==> src/rtl/ao221_stim_sequencer_if.sv <==
// Handshake and result bus between the power-harness controller and the AO221 stimulus sequencer.
interface ao221_stim_sequencer_if #(
  parameter int unsigned CntW = 16
) ();
  logic            start;
  logic            abort;
  logic            q_in;
  logic [4:0]      stim;
  logic            exp;
  logic            busy;
  logic            done;
  logic            mismatch;
  logic [CntW-1:0] err_cnt;
  logic [CntW-1:0] tog_cnt;

  modport master (
    output start, abort, q_in,
    input  stim, exp, busy, done, mismatch, err_cnt, tog_cnt
  );

  modport slave (
    input  start, abort, q_in,
    output stim, exp, busy, done, mismatch, err_cnt, tog_cnt
  );
endinterface

==> src/rtl/ao221_stim_sequencer.sv <==
// Sweeps all 32 input patterns of an AO221 cell, samples its output and counts toggles/errors.
// Define GRAY_ORDER_EN to sweep patterns in Gray-code order instead of binary order.
module ao221_stim_sequencer #(
  parameter int unsigned HoldCyc = 4,
  parameter int unsigned Passes  = 1,
  parameter int unsigned CntW    = 16
) (
  input logic                   clk_i,
  input logic                   rst_ni,
  ao221_stim_sequencer_if.slave bus
);

  localparam int unsigned HoldW = $clog2(HoldCyc);
  localparam int unsigned PassW = (Passes > 1) ? $clog2(Passes) : 1;
  localparam logic [CntW-1:0] CntMax = '1;

  typedef enum logic [1:0] {StIdle, StRun, StDone} state_e;

  state_e           state_q;
  logic [HoldW-1:0] hold_q;
  logic [4:0]       k_q;
  logic [PassW-1:0] pass_q;
  logic [4:0]       stim_q;
  logic             busy_q, done_q, mismatch_q;
  logic             first_q, prev_q;
  logic [CntW-1:0]  err_q, tog_q;

  logic [4:0] k_next, pat_next;
  logic       exp_w, sample, last_pat, last_pass, err_hit, tog_hit;

  assign exp_w  = (stim_q[0] & stim_q[1]) | (stim_q[2] & stim_q[3]) | stim_q[4];
  assign k_next = k_q + 5'd1;
`ifdef GRAY_ORDER_EN
  assign pat_next = k_next ^ (k_next >> 1);
`else
  assign pat_next = k_next;
`endif

  assign sample    = (hold_q == HoldW'(HoldCyc - 1));
  assign last_pat  = (k_q == 5'd31);
  assign last_pass = (pass_q == PassW'(Passes - 1));
  assign err_hit   = (bus.q_in != exp_w);
  // The first sample of a run has no predecessor, so it never counts as a toggle.
  assign tog_hit   = !first_q && (bus.q_in != prev_q);

  always_ff @(posedge clk_i) begin
    if (!rst_ni) begin
      state_q    <= StIdle;
      hold_q     <= '0;
      k_q        <= '0;
      pass_q     <= '0;
      stim_q     <= '0;
      busy_q     <= 1'b0;
      done_q     <= 1'b0;
      mismatch_q <= 1'b0;
      first_q    <= 1'b0;
      prev_q     <= 1'b0;
      err_q      <= '0;
      tog_q      <= '0;
    end else begin
      done_q <= 1'b0;
      if (bus.abort) begin
        state_q <= StIdle;
        stim_q  <= '0;
        busy_q  <= 1'b0;
      end else begin
        case (state_q)
          StIdle: begin
            if (bus.start) begin
              state_q    <= StRun;
              busy_q     <= 1'b1;
              stim_q     <= '0;
              k_q        <= '0;
              hold_q     <= '0;
              pass_q     <= '0;
              first_q    <= 1'b1;
              err_q      <= '0;
              tog_q      <= '0;
              mismatch_q <= 1'b0;
            end
          end
          StRun: begin
            if (sample) begin
              hold_q  <= '0;
              prev_q  <= bus.q_in;
              first_q <= 1'b0;
              if (err_hit) begin
                mismatch_q <= 1'b1;
                if (err_q != CntMax) err_q <= err_q + 1'b1;
              end
              if (tog_hit && (tog_q != CntMax)) tog_q <= tog_q + 1'b1;
              k_q    <= k_next;
              stim_q <= pat_next;
              if (last_pat) begin
                if (last_pass) begin
                  state_q <= StDone;
                  busy_q  <= 1'b0;
                  done_q  <= 1'b1;
                  stim_q  <= '0;
                end else begin
                  pass_q <= pass_q + 1'b1;
                end
              end
            end else begin
              hold_q <= hold_q + 1'b1;
            end
          end
          StDone:  state_q <= StIdle;
          default: state_q <= StIdle;
        endcase
      end
    end
  end

  assign bus.stim     = stim_q;
  assign bus.exp      = exp_w;
  assign bus.busy     = busy_q;
  assign bus.done     = done_q;
  assign bus.mismatch = mismatch_q;
  assign bus.err_cnt  = err_q;
  assign bus.tog_cnt  = tog_q;

endmodule
==> src/flat_wrapper.sv <==
// flat-port wrapper written by rule: the top's interface ports become plain ports
module ao221_stim_sequencer_flat 
#(
  parameter int unsigned HoldCyc = 4,
  parameter int unsigned Passes  = 1,
  parameter int unsigned CntW    = 16
)
  (clk_i, rst_ni, bus_start, bus_abort, bus_q_in, bus_stim, bus_exp, bus_busy, bus_done, bus_mismatch, bus_err_cnt, bus_tog_cnt);
  ao221_stim_sequencer_if #(.CntW(CntW)) bus_i ();
  input logic clk_i;
  input logic rst_ni;
  input wire logic [$bits(bus_i.start)-1:0] bus_start;
  input wire logic [$bits(bus_i.abort)-1:0] bus_abort;
  input wire logic [$bits(bus_i.q_in)-1:0] bus_q_in;
  output wire logic [$bits(bus_i.stim)-1:0] bus_stim;
  output wire logic [$bits(bus_i.exp)-1:0] bus_exp;
  output wire logic [$bits(bus_i.busy)-1:0] bus_busy;
  output wire logic [$bits(bus_i.done)-1:0] bus_done;
  output wire logic [$bits(bus_i.mismatch)-1:0] bus_mismatch;
  output wire logic [$bits(bus_i.err_cnt)-1:0] bus_err_cnt;
  output wire logic [$bits(bus_i.tog_cnt)-1:0] bus_tog_cnt;
  assign bus_i.start = bus_start;
  assign bus_i.abort = bus_abort;
  assign bus_i.q_in = bus_q_in;
  assign bus_stim = bus_i.stim;
  assign bus_exp = bus_i.exp;
  assign bus_busy = bus_i.busy;
  assign bus_done = bus_i.done;
  assign bus_mismatch = bus_i.mismatch;
  assign bus_err_cnt = bus_i.err_cnt;
  assign bus_tog_cnt = bus_i.tog_cnt;
  ao221_stim_sequencer #(.HoldCyc(HoldCyc), .Passes(Passes), .CntW(CntW)) u_core (.clk_i(clk_i), .rst_ni(rst_ni), .bus(bus_i));
endmodule
==> config.mk <==
export PLATFORM = sky130hd
export DESIGN_NAME = ao221_stim_sequencer_flat
export DESIGN_NICKNAME = d
export VERILOG_FILES = /design/src/rtl/ao221_stim_sequencer_if.sv /design/src/rtl/ao221_stim_sequencer.sv /design/src/flat_wrapper.sv
export SDC_FILE = /design/constraint.sdc
export NUM_CORES = 1
export LEC_CHECK = 0
export CORE_MARGIN = 2
export CORE_UTILIZATION = 47
export DETAILED_ROUTE_END_ITERATION = 8
export MAX_ROUTING_LAYER = met4
export PLACE_DENSITY = 0.86
export RECOVER_POWER = 25
export SLEW_MARGIN = 20
export SYNTH_ARGS = -nofsm -noshare
export SYNTH_HDL_FRONTEND = slang
export SYNTH_SLANG_ARGS = --single-unit
==> constraint.sdc <==
create_clock -name clk_i -period 2 [get_ports clk_i]
set_clock_uncertainty 0.1 [all_clocks]
set_input_delay 0.3 -clock clk_i [delete_from_list [all_inputs] [get_ports clk_i]]
set_output_delay 0.3 -clock clk_i [all_outputs]
set_load 0.05 [all_outputs]
==> qor.txt, run 1 <==
Root Driver = clkbuf_8
Wire length per cell = 17.3 microns
Starting Density = 49.5%
Number of global-route vias before repair = 2744
Clock latency on the worst-skew pair = 0.31 ns
Nets = 408
Gp weighted congestion = 0.916
Cell Pwr Density = 498 mW/mm^2
Hold wc startpoint = u_core.bus.stim[1]
Total of max-cap violations = 0
Residual DRC = 0
Synth Net Count = 313
Setup CP Type = reg2reg
Synth unique cells = 53
Top_reg_cell synth = dfxtp_1
Synthesized area = 0.00257 sq mm
Layout area overhead = 42.7%
Count of final max-slew check failures = 0
Slew margin rel. = 59.5%
Fill cells = 408
R2R depth = 8
Final Critical Period = 1.99 ns
CP required = 2.16 ns
Crit path max fanout = 8
All-Layer GR Usage = 26.1%
CP Launch Type = flip-flop
Status = finished clean
CTS tree = done
Clock transition at the registers of the reported paths = 0.10 ns
CTS H-tree depth = 2
Hold EP = u_core.bus.stim[1]
Row count = 26
Global route overflow = 0
Layout cells sized above 1 = 27.8%
Leakage = 1.37 nW
Fin. Hold Viols = 0
Reg2reg end = u_core.bus.tog_cnt[4]
Initial antenna violation count = 0
Worst hold slack = 0.390 ns
Flops & latches, synth = 51
Sequential share of the synthesized area = 39.7%
Num ports = 46
# diodes = 0
F_max = 0.502 GHz
WL final = 8.10 mm
YS warnings = 0
First-pass GRT wire length = 12.6 mm
Largest net degree at the start of global routing = 16
# clock sinks = 51
Mean Syn Cell Area = 8.50 sq um
Number of synthesized flops with an enable pin = 0
Area after DPL = 0.00347 sq mm
Final instance area = 0.00367 sq mm
CTS Buffer Depth = 2
Worst Hold Class = reg2reg
Reg2reg setup slack = 0.008 ns
CP endpoint kind = flip-flop
Actual slew at the worst max-slew pin = 0.610 ns
Via count = 2846
Antenna viol nets, final = 0
CP Data Arrival Time = 2.15 ns
Hold Crit Depth = 2
1st-iter DRT viols = 227
PortBufs = 45
Final HPWL DP = 5.18 mm
Core area = 0.00520 sq mm
Max VDD drop = 319 uV
Cell count after synthesis = 303
Die Area = 0.00609 sq mm
Period utilization = 99.6%
Post-synth ARST share = 0%
Inserted Clock Buffers = 5
RSZ-0062 raised after global routing = yes
DR vias/cell = 6.07
Die Width = 78.0 microns
Pre-antenna DRT Iters = 5
Reg-to-Reg Start = u_core.hold_q[0]
Die height = 78.0 microns
Final setup vio count = 0
power by group:
part	internal, mW	total, mW	leakage, nW	switching, mW
clock network	0.245	0.599	0.0412	0.353
logic	0.0858	0.206	0.907	0.121
registers	1.02	1.03	0.423	0.00940
total	1.35	1.83	1.37	0.483
synth_stat cells, types with 2 or more instances:
cell type,number,share of area [%]
a21o_1,2,0.58
a21oi_1,25,4.9
a221o_1,3,1.2
a22oi_1,2,0.58
a31oi_1,3,0.73
a32oi_1,3,1.0
and2_1,4,0.97
and3_1,8,1.9
and4_1,10,3.4
buf_2,4,0.78
clkbuf_1,8,1.2
dfxtp_1,51,40
ha_1,5,2.4
inv_1,6,0.87
mux2i_1,3,1.2
nand2_1,22,3.2
nand2b_1,2,0.49
nand3_1,23,4.5
nand3b_1,2,0.58
nand4_1,7,1.7
nor2_1,31,4.5
nor2b_1,3,0.73
nor3_1,7,1.4
o21ai_0,10,1.9
o311ai_0,8,2.7
o31ai_1,11,3.2
or3_1,4,0.97
or4_1,5,1.5
xnor2_1,4,1.4
xor2_1,4,1.4
cell usage in the layout (no fill, tap or decap), types with 7 or more instances in the layout:
master and n:
a21oi_1 20, clkdlybuf4s50_1 30, nor2_1 29, o311ai_1 8, dfxtp_1 31, and4_1 9
nand4_1 7, buf_4 54, dfxtp_2 16, o21ai_0 7, nand2_1 22, nand3_1 23
o31ai_1 9, clkbuf_1 13, and3_1 7
worst max-delay path, stage by stage, from the launching register on:
cell and delay (ns):
dfxtp_2 0.36, ha_4 0.15, mux2i_4 0.12, nor4b_4 0.26
buf_4 0.19, a21oi_4 0.09, buf_6 0.17, or3_4 0.37
a21oi_2 0.13
sequential cells by signal (all words and copies together), names as in the netlist:
name / flops
u_core.prev_q: 1
u_core.first_q: 1
u_core.state_q: 2
u_core.bus.done: 1
u_core.k_q: 5
u_core.hold_q: 2
u_core.bus.busy: 1
u_core.bus.stim: 5
u_core.bus.err_cnt: 16
u_core.bus.tog_cnt: 16
u_core.bus.mismatch: 1
what timing repair did:
item                       in CTS  in global routing
hold buffers                    0                  0
gates resized for setup        11                 41
pin swaps                       2                  5
buffers inserted                5                  2
setup endpoints to repair      14                 34
cloned                          1                  0
metal layers:
layer | part of all wire, % | wire length [microns] | track usage (%) | up-vias
met4 | 2.0 | 160 | 8.07 | 0
met3 | 5.2 | 420 | 4.48 | 23
li1 | - | - | - | 1346
met2 | 51 | 4100 | 43.6 | 108
met5 | 0 | 0 | - | -
met1 | 42 | 3420 | 32.5 | 1369
metrics by stage:
step | total power, mW | setup TNS, ns | setup slack, ns | std cells | util (%)
2_1_floorplan | 1.15 | 0 | 0.0111 | 303 | -
3_3_place_gp | 1.22 | -6.64 | -0.340 | 453 | 66.6
3_5_place_dp | 1.22 | -8.96 | -0.437 | 453 | 66.6
4_1_cts | 1.81 | 0 | 0.00952 | 467 | 69.9
5_1_grt | 1.89 | -0.219 | -0.0489 | 469 | 70.6
6_report | 1.83 | 0 | 0.00843 | 469 | 70.6
area by class of cell:
| cell class | count | area, sq um | share of cell area, % |
|---|---|---|---|
| multi-input combinational | 234 | 1630 | 44.4 |
| sequential | 51 | 1060 | 28.7 |
| timing repair buffer | 100 | 792 | 21.6 |
| tap | 70 | 87.6 | 2.38 |
| clock buffer | 6 | 72.6 | 1.97 |
| inverter | 6 | 22.5 | 0.613 |
| clock inverter | 2 | 12.5 | 0.340 |
logic make-up (layout without fill, tap and decap cells):
kind of cell	Yosys count	in the layout	synth area share [%]
adders and majority gates	5	5	2.43
DFF	51	51	39.7
xor gates and xnor gates	8	8	2.72
buffers and inverters	19	114	3.26
and+or+nand+nor	137	137	29.6
muxes	4	4	1.70
AOI/OAI and AO/OA	79	80	20.7
how the worst max path moves through the flow:
stage / start / endpoint / depth (start not counted)
detailed placement: bus_start / u_core.bus.tog_cnt[4] / 7
global route: u_core.bus.tog_cnt[0] / u_core.bus.tog_cnt[9] / 8
finish: u_core.hold_q[0] / u_core.bus.tog_cnt[4] / 8
global placement: bus_start / u_core.bus.tog_cnt[3] / 7
CTS: u_core.bus.err_cnt[12] / bus_err_cnt[12] / 1
floorplan: u_core.bus.tog_cnt[4] / u_core.bus.tog_cnt[9] / 5
Note: power is estimated with default switching activity, not from simulation.
==> run 2: changes to the inputs <==
--- a/config.mk
+++ b/config.mk
@@ -5,8 +5,10 @@
 export SDC_FILE = /design/constraint.sdc
 export NUM_CORES = 1
 export LEC_CHECK = 0
+export CELL_PAD_IN_SITES_DETAIL_PLACEMENT = 0
+export CELL_PAD_IN_SITES_GLOBAL_PLACEMENT = 2
 export CORE_MARGIN = 2
-export CORE_UTILIZATION = 47
+export CORE_UTILIZATION = 28
 export DETAILED_ROUTE_END_ITERATION = 8
 export MAX_ROUTING_LAYER = met4
 export PLACE_DENSITY = 0.86
==> run 2 against run 1 <==
Compared with the run above: critical path depth is 7 lower; sequential share of layout area is 0.94 points lower; largest cell class unchanged; sequential power hardly changed; hold slack worse by 0.062 ns; largest power group unchanged; sequential cell count stayed put; total power is 0.14% lower; first-iteration DRC count is 58% lower; setup slack better by 0.027 ns; cell count is 9.2% higher; die area is 64% higher; maximum frequency is 1.4% higher; global-route usage is 11 points lower.
==> qor.txt, run 2 (same netlist as run 1, synthesis figures left out) <==
PortBufs = 45
Dpl ws = -0.443 ns
Pre-antenna DRT Iters = 4
Root Driver = clkbuf_8
F_max = 0.509 GHz
Row count = 34
Final setup vio count = 0
Combinational share of power = 11.3%
WL final = 7.66 mm
CTS Buffer Depth = 2
Fill cells = 901
CP Data Arrival Time = 1.56 ns
Starting Density = 29.2%
CP max stage delay = 0.83 ns
Core area = 0.00881 sq mm
# clock sinks = 51
Gp weighted congestion = 0.833
Slowest stage cell on the critical path = clkdlybuf4s50_1
Family with the most delay on the worst path = buffers and inverters
CTS H-tree depth = 2
Setup CP Type = reg2out
CP required = 1.60 ns
Commonest non-fill, non-tap cells in the layout = buf_4, dfxtp_1, nor2_1
Max VDD drop = 274 uV
Die height = 99.9 microns
Final HPWL DP = 5.48 mm
Sequential Power Share = 56.0%
All-Layer GR Usage = 15.3%
CP endpoint kind = primary output
Count of final max-slew check failures = 0
CTS tree = done
Layout area overhead = 47.4%
Wire length per cell = 15.0 microns
Antenna viol nets, final = 0
Via count = 2647
First-pass GRT wire length = 11.9 mm
Layout cells sized above 1 = 27.5%
Final Core Density = 43.1%
Clock transition at the registers of the reported paths = 0.10 ns
Inserted Clock Buffers = 5
DR vias/cell = 5.17
Crit path cell chain = clkdlybuf4s50_1
CP Launch Type = flip-flop
Clock latency on the worst-skew pair = 0.31 ns
Switch share = 26.2%
Global route overflow = 0
Initial antenna violation count = 0
Worst Hold Class = in2reg
Largest net degree at the start of global routing = 17
Fin cells = 512
Die Area = 0.00998 sq mm
Fin. Hold Viols = 0
Residual DRC = 0
Number of global-route vias before repair = 2473
Fin worst setup slack = 0.0356 ns
Commonest non-fill, non-tap cell in the layout = buf_4
Bufs and invs on worst path = 1
Hold-fix buffer count after cts = 0
Leakage = 1.66 nW
Pint = 1.35 mW
# placed instances = 498
Slew margin rel. = 60.2%
Status = finished clean
Num ports = 46
Final Critical Period = 1.96 ns
1st-iter DRT viols = 96
Cell Pwr Density = 482 mW/mm^2
# diodes = 0
RSZ-0062 raised after global routing = yes
Actual slew at the worst max-slew pin = 0.599 ns
Switching pwr = 480 uW
Crit path max fanout = 3
Period utilization = 98.2%
Nets = 413
Die Width = 99.9 microns
Clock power frac = 32.7%
Total of max-cap violations = 0
[run 2: final cells by class]
cell class / count / area [sq um] / area share (%)
flip-flops and latches: 51 / 1050 / 27.8
inverters: 6 / 22.5 / 0.593
clock buffers: 5 / 68.8 / 1.81
multi-input cells: 233 / 1590 / 41.8
clock inverters: 3 / 15.0 / 0.396
well taps: 108 / 135 / 3.56
repair buffers: 106 / 913 / 24.1
[run 2: path summary, 6_finish.rpt]
path                       start                endpoint  slack [ns]  cells past startpoint
max           u_core.bus.stim[4]             bus_stim[4]        0.04                      1
min                    bus_start       u_core.state_q[0]        0.33                      3
max reg2reg     u_core.hold_q[0]  u_core.bus.tog_cnt[14]        0.04                      7
min reg2reg  u_core.bus.mismatch     u_core.bus.mismatch        0.39                      1
[run 2: power by group through the flow]
stage               Combinational, mW  Sequential [mW]  Clock, mW
global route                    0.223             1.03      0.667
global placement                0.177             1.05          0
floorplan                      0.0884             1.06          0
finish                          0.206             1.03      0.598
CTS                             0.185             1.02      0.619
detailed placement              0.179             1.05          0
[run 2: through the flow]
step	power, mW	hold WS (ns)	setup TNS [ns]	cell area [sq um]
finish	1.83	0.327	0	3790
global route	1.92	0.375	-0.251	3790
CTS	1.83	0.384	-0.0344	3670
detailed placement	1.23	0.363	-7.93	3560
global placement	1.22	0.353	-6.83	3560
floorplan	1.15	0.347	0	2640
[run 2: timing repair]
action	4_1_cts	5_1_grt
setup endpoints to repair	10	39
setup buffers	2	4
resized for setup	1	40
pin swaps	0	9
cloned	0	0
[run 2: metal layers]
metal  GRT usage [%]  up-vias  share of wire (%)
met2            24.4       45                 47
met1            19.5     1238                 48
met3            3.13        8                3.7
met5               -        -                  0
met4            4.74        0                1.4
li1                -     1356                  -
==> run 3: changes to the inputs <==
--- a/config.mk
+++ b/config.mk
@@ -13,6 +13,7 @@
 export MAX_ROUTING_LAYER = met4
 export PLACE_DENSITY = 0.86
 export RECOVER_POWER = 25
+export SKIP_CTS_REPAIR_TIMING = 1
 export SLEW_MARGIN = 20
 export SYNTH_ARGS = -nofsm -noshare
 export SYNTH_HDL_FRONTEND = slang
==> run 3 against run 2 <==
Compared with the run above: via count shrank 0.11%; setup slack worse by 0.015 ns; sequential power about the same; count of clock-buffer cells in the layout is the same; largest cell class unchanged; cell count is 0.59% lower; combinational power is essentially flat; global-route usage is 0.060 points lower; non-clock buffer count shrank 3; critical path depth increased by 6; largest power group unchanged; design area down 0.46%.
==> qor.txt, run 3 (same netlist as run 1, synthesis figures left out) <==
Setup CP Type = reg2reg
Initial antenna violation count = 0
Via count = 2644
PortBufs = 45
Nets = 410
Dpl ws = -0.443 ns
Final setup vio count = 0
Period utilization = 99.0%
Num ports = 46
Reg2reg end = u_core.bus.tog_cnt[14]
Actual slew at the worst max-slew pin = 0.599 ns
CTS tree = done
Reg-to-Reg Start = u_core.hold_q[0]
Largest net degree at the start of global routing = 18
Inserted Clock Buffers = 5
CP max stage delay = 0.39 ns
M2 GR Usage = 24.2%
Crit path cell chain = ha_4, mux2i_4, nor4b_4, a21oi_4, buf_6, or4_1, a21oi_1
Die height = 99.9 microns
CTS H-tree depth = 2
Final Critical Period = 1.98 ns
1st-iter DRT viols = 79
Slew margin rel. = 60.2%
CP startpoint = u_core.hold_q[0]
CP Launch Type = flip-flop
All-Layer GR Usage = 15.2%
Final HPWL DP = 5.48 mm
Leakage = 1.65 nW
Row count = 34
Number of global-route vias before repair = 2462
Core area = 0.00881 sq mm
CP required = 2.15 ns
R2R depth = 7
Busiest grt layer = met2
Starting Density = 29.2%
F_max = 0.505 GHz
CP Data Arrival Time = 2.13 ns
CTS Buffer Depth = 2
Antenna viol nets, final = 0
Fin worst setup slack = 0.0204 ns
Max VDD drop = 274 uV
Commonest non-fill, non-tap cells in the layout = buf_4, dfxtp_1, nor2_1
RSZ-0062 raised after global routing = yes
# clock sinks = 51
# diodes = 0
Layout area overhead = 46.7%
Fin cells = 509
Global route overflow = 0
WP depth = 7
Die Area = 0.00998 sq mm
Crit path capture = u_core.bus.tog_cnt[14]
Cell Pwr Density = 484 mW/mm^2
DR vias/cell = 5.19
Commonest non-fill, non-tap cell in the layout = buf_4
Hold wc startpoint = bus_start
Count of final max-slew check failures = 0
Status = finished clean
WL final = 7.63 mm
Total of max-cap violations = 0
# placed instances = 498
Worst Hold Class = in2reg
CP endpoint kind = flip-flop
Clock transition at the registers of the reported paths = 0.10 ns
Family with the most delay on the worst path = simple AND/OR/NAND/NOR gates
Gp weighted congestion = 0.833
Wire length per cell = 15.0 microns
Fin. Hold Viols = 0
Residual DRC = 0
Clock latency on the worst-skew pair = 0.31 ns
Layout cells sized above 1 = 26.7%
Die Width = 99.9 microns
Global Route met3 Usage = 3.13%
M1 GR Usage = 19.4%
Reg2reg setup slack = 0.02 ns
Bufs and invs on worst path = 1
First-pass GRT wire length = 11.8 mm
Slowest stage cell on the critical path = nor4b_4
Worst hold slack = 0.326 ns
Pre-antenna DRT Iters = 4
Root Driver = clkbuf_8
Crit path max fanout = 6
-- run 3: changes by cell type in the layout (fill, tap and decap cells not counted), sizes merged --
cell	previous run	this run
buf	62	59
-- run 3: where the power goes --
part           switching [mW]  internal (mW)
sequential            0.00811           1.02
clock                   0.358          0.241
combinational           0.115         0.0881
total                   0.481           1.35
-- run 3: layout make-up --
| type | instances | area (sq um) |
|---|---|---|
| clock buffers | 5 | 68.8 |
| clock inverters | 3 | 15.0 |
| fillers | 906 | 5030 |
| inverters | 6 | 22.5 |
| multi-input cells | 233 | 1590 |
| flip-flops and latches | 51 | 1050 |
| well taps | 108 | 135 |
| repair buffers | 103 | 891 |
-- run 3: how the worst min path moves through the flow --
stage          cells after the start             endpoint
2_1_floorplan                      2        u_core.prev_q
3_3_place_gp                       1  u_core.bus.mismatch
3_5_place_dp                       2   u_core.bus.stim[2]
4_1_cts                            2   u_core.bus.stim[2]
5_1_grt                            3    u_core.state_q[0]
6_report                           3    u_core.state_q[0]
-- run 3: worst register-to-register path, stage by stage, from the launching register on --
cell,delay (ns)
dfxtp_2,0.36
ha_4,0.15
mux2i_4,0.10
nor4b_4,0.39
a21oi_4,0.15
buf_6,0.17
or4_1,0.39
a21oi_1,0.12
-- run 3: routing by layer --
layer / share of wire (%) / vias to the layer above
li1: - / 1354
met1: 49 / 1244
met2: 47 / 38
met3: 3.1 / 8
met4: 1.4 / 0
met5: 0 / -
-- run 3: through the flow --
step / utilization [%] / area, sq um / TNS [ns] / total power [mW]
3_3_place_gp: 40.5 / 3560 / -6.83 / 1.22
6_report: 42.9 / 3780 / 0 / 1.83
2_1_floorplan: - / 2640 / 0 / 1.15
4_1_cts: 41.4 / 3650 / -0.910 / 1.82
3_5_place_dp: 40.5 / 3560 / -7.93 / 1.23
5_1_grt: 42.9 / 3780 / -0.301 / 1.91
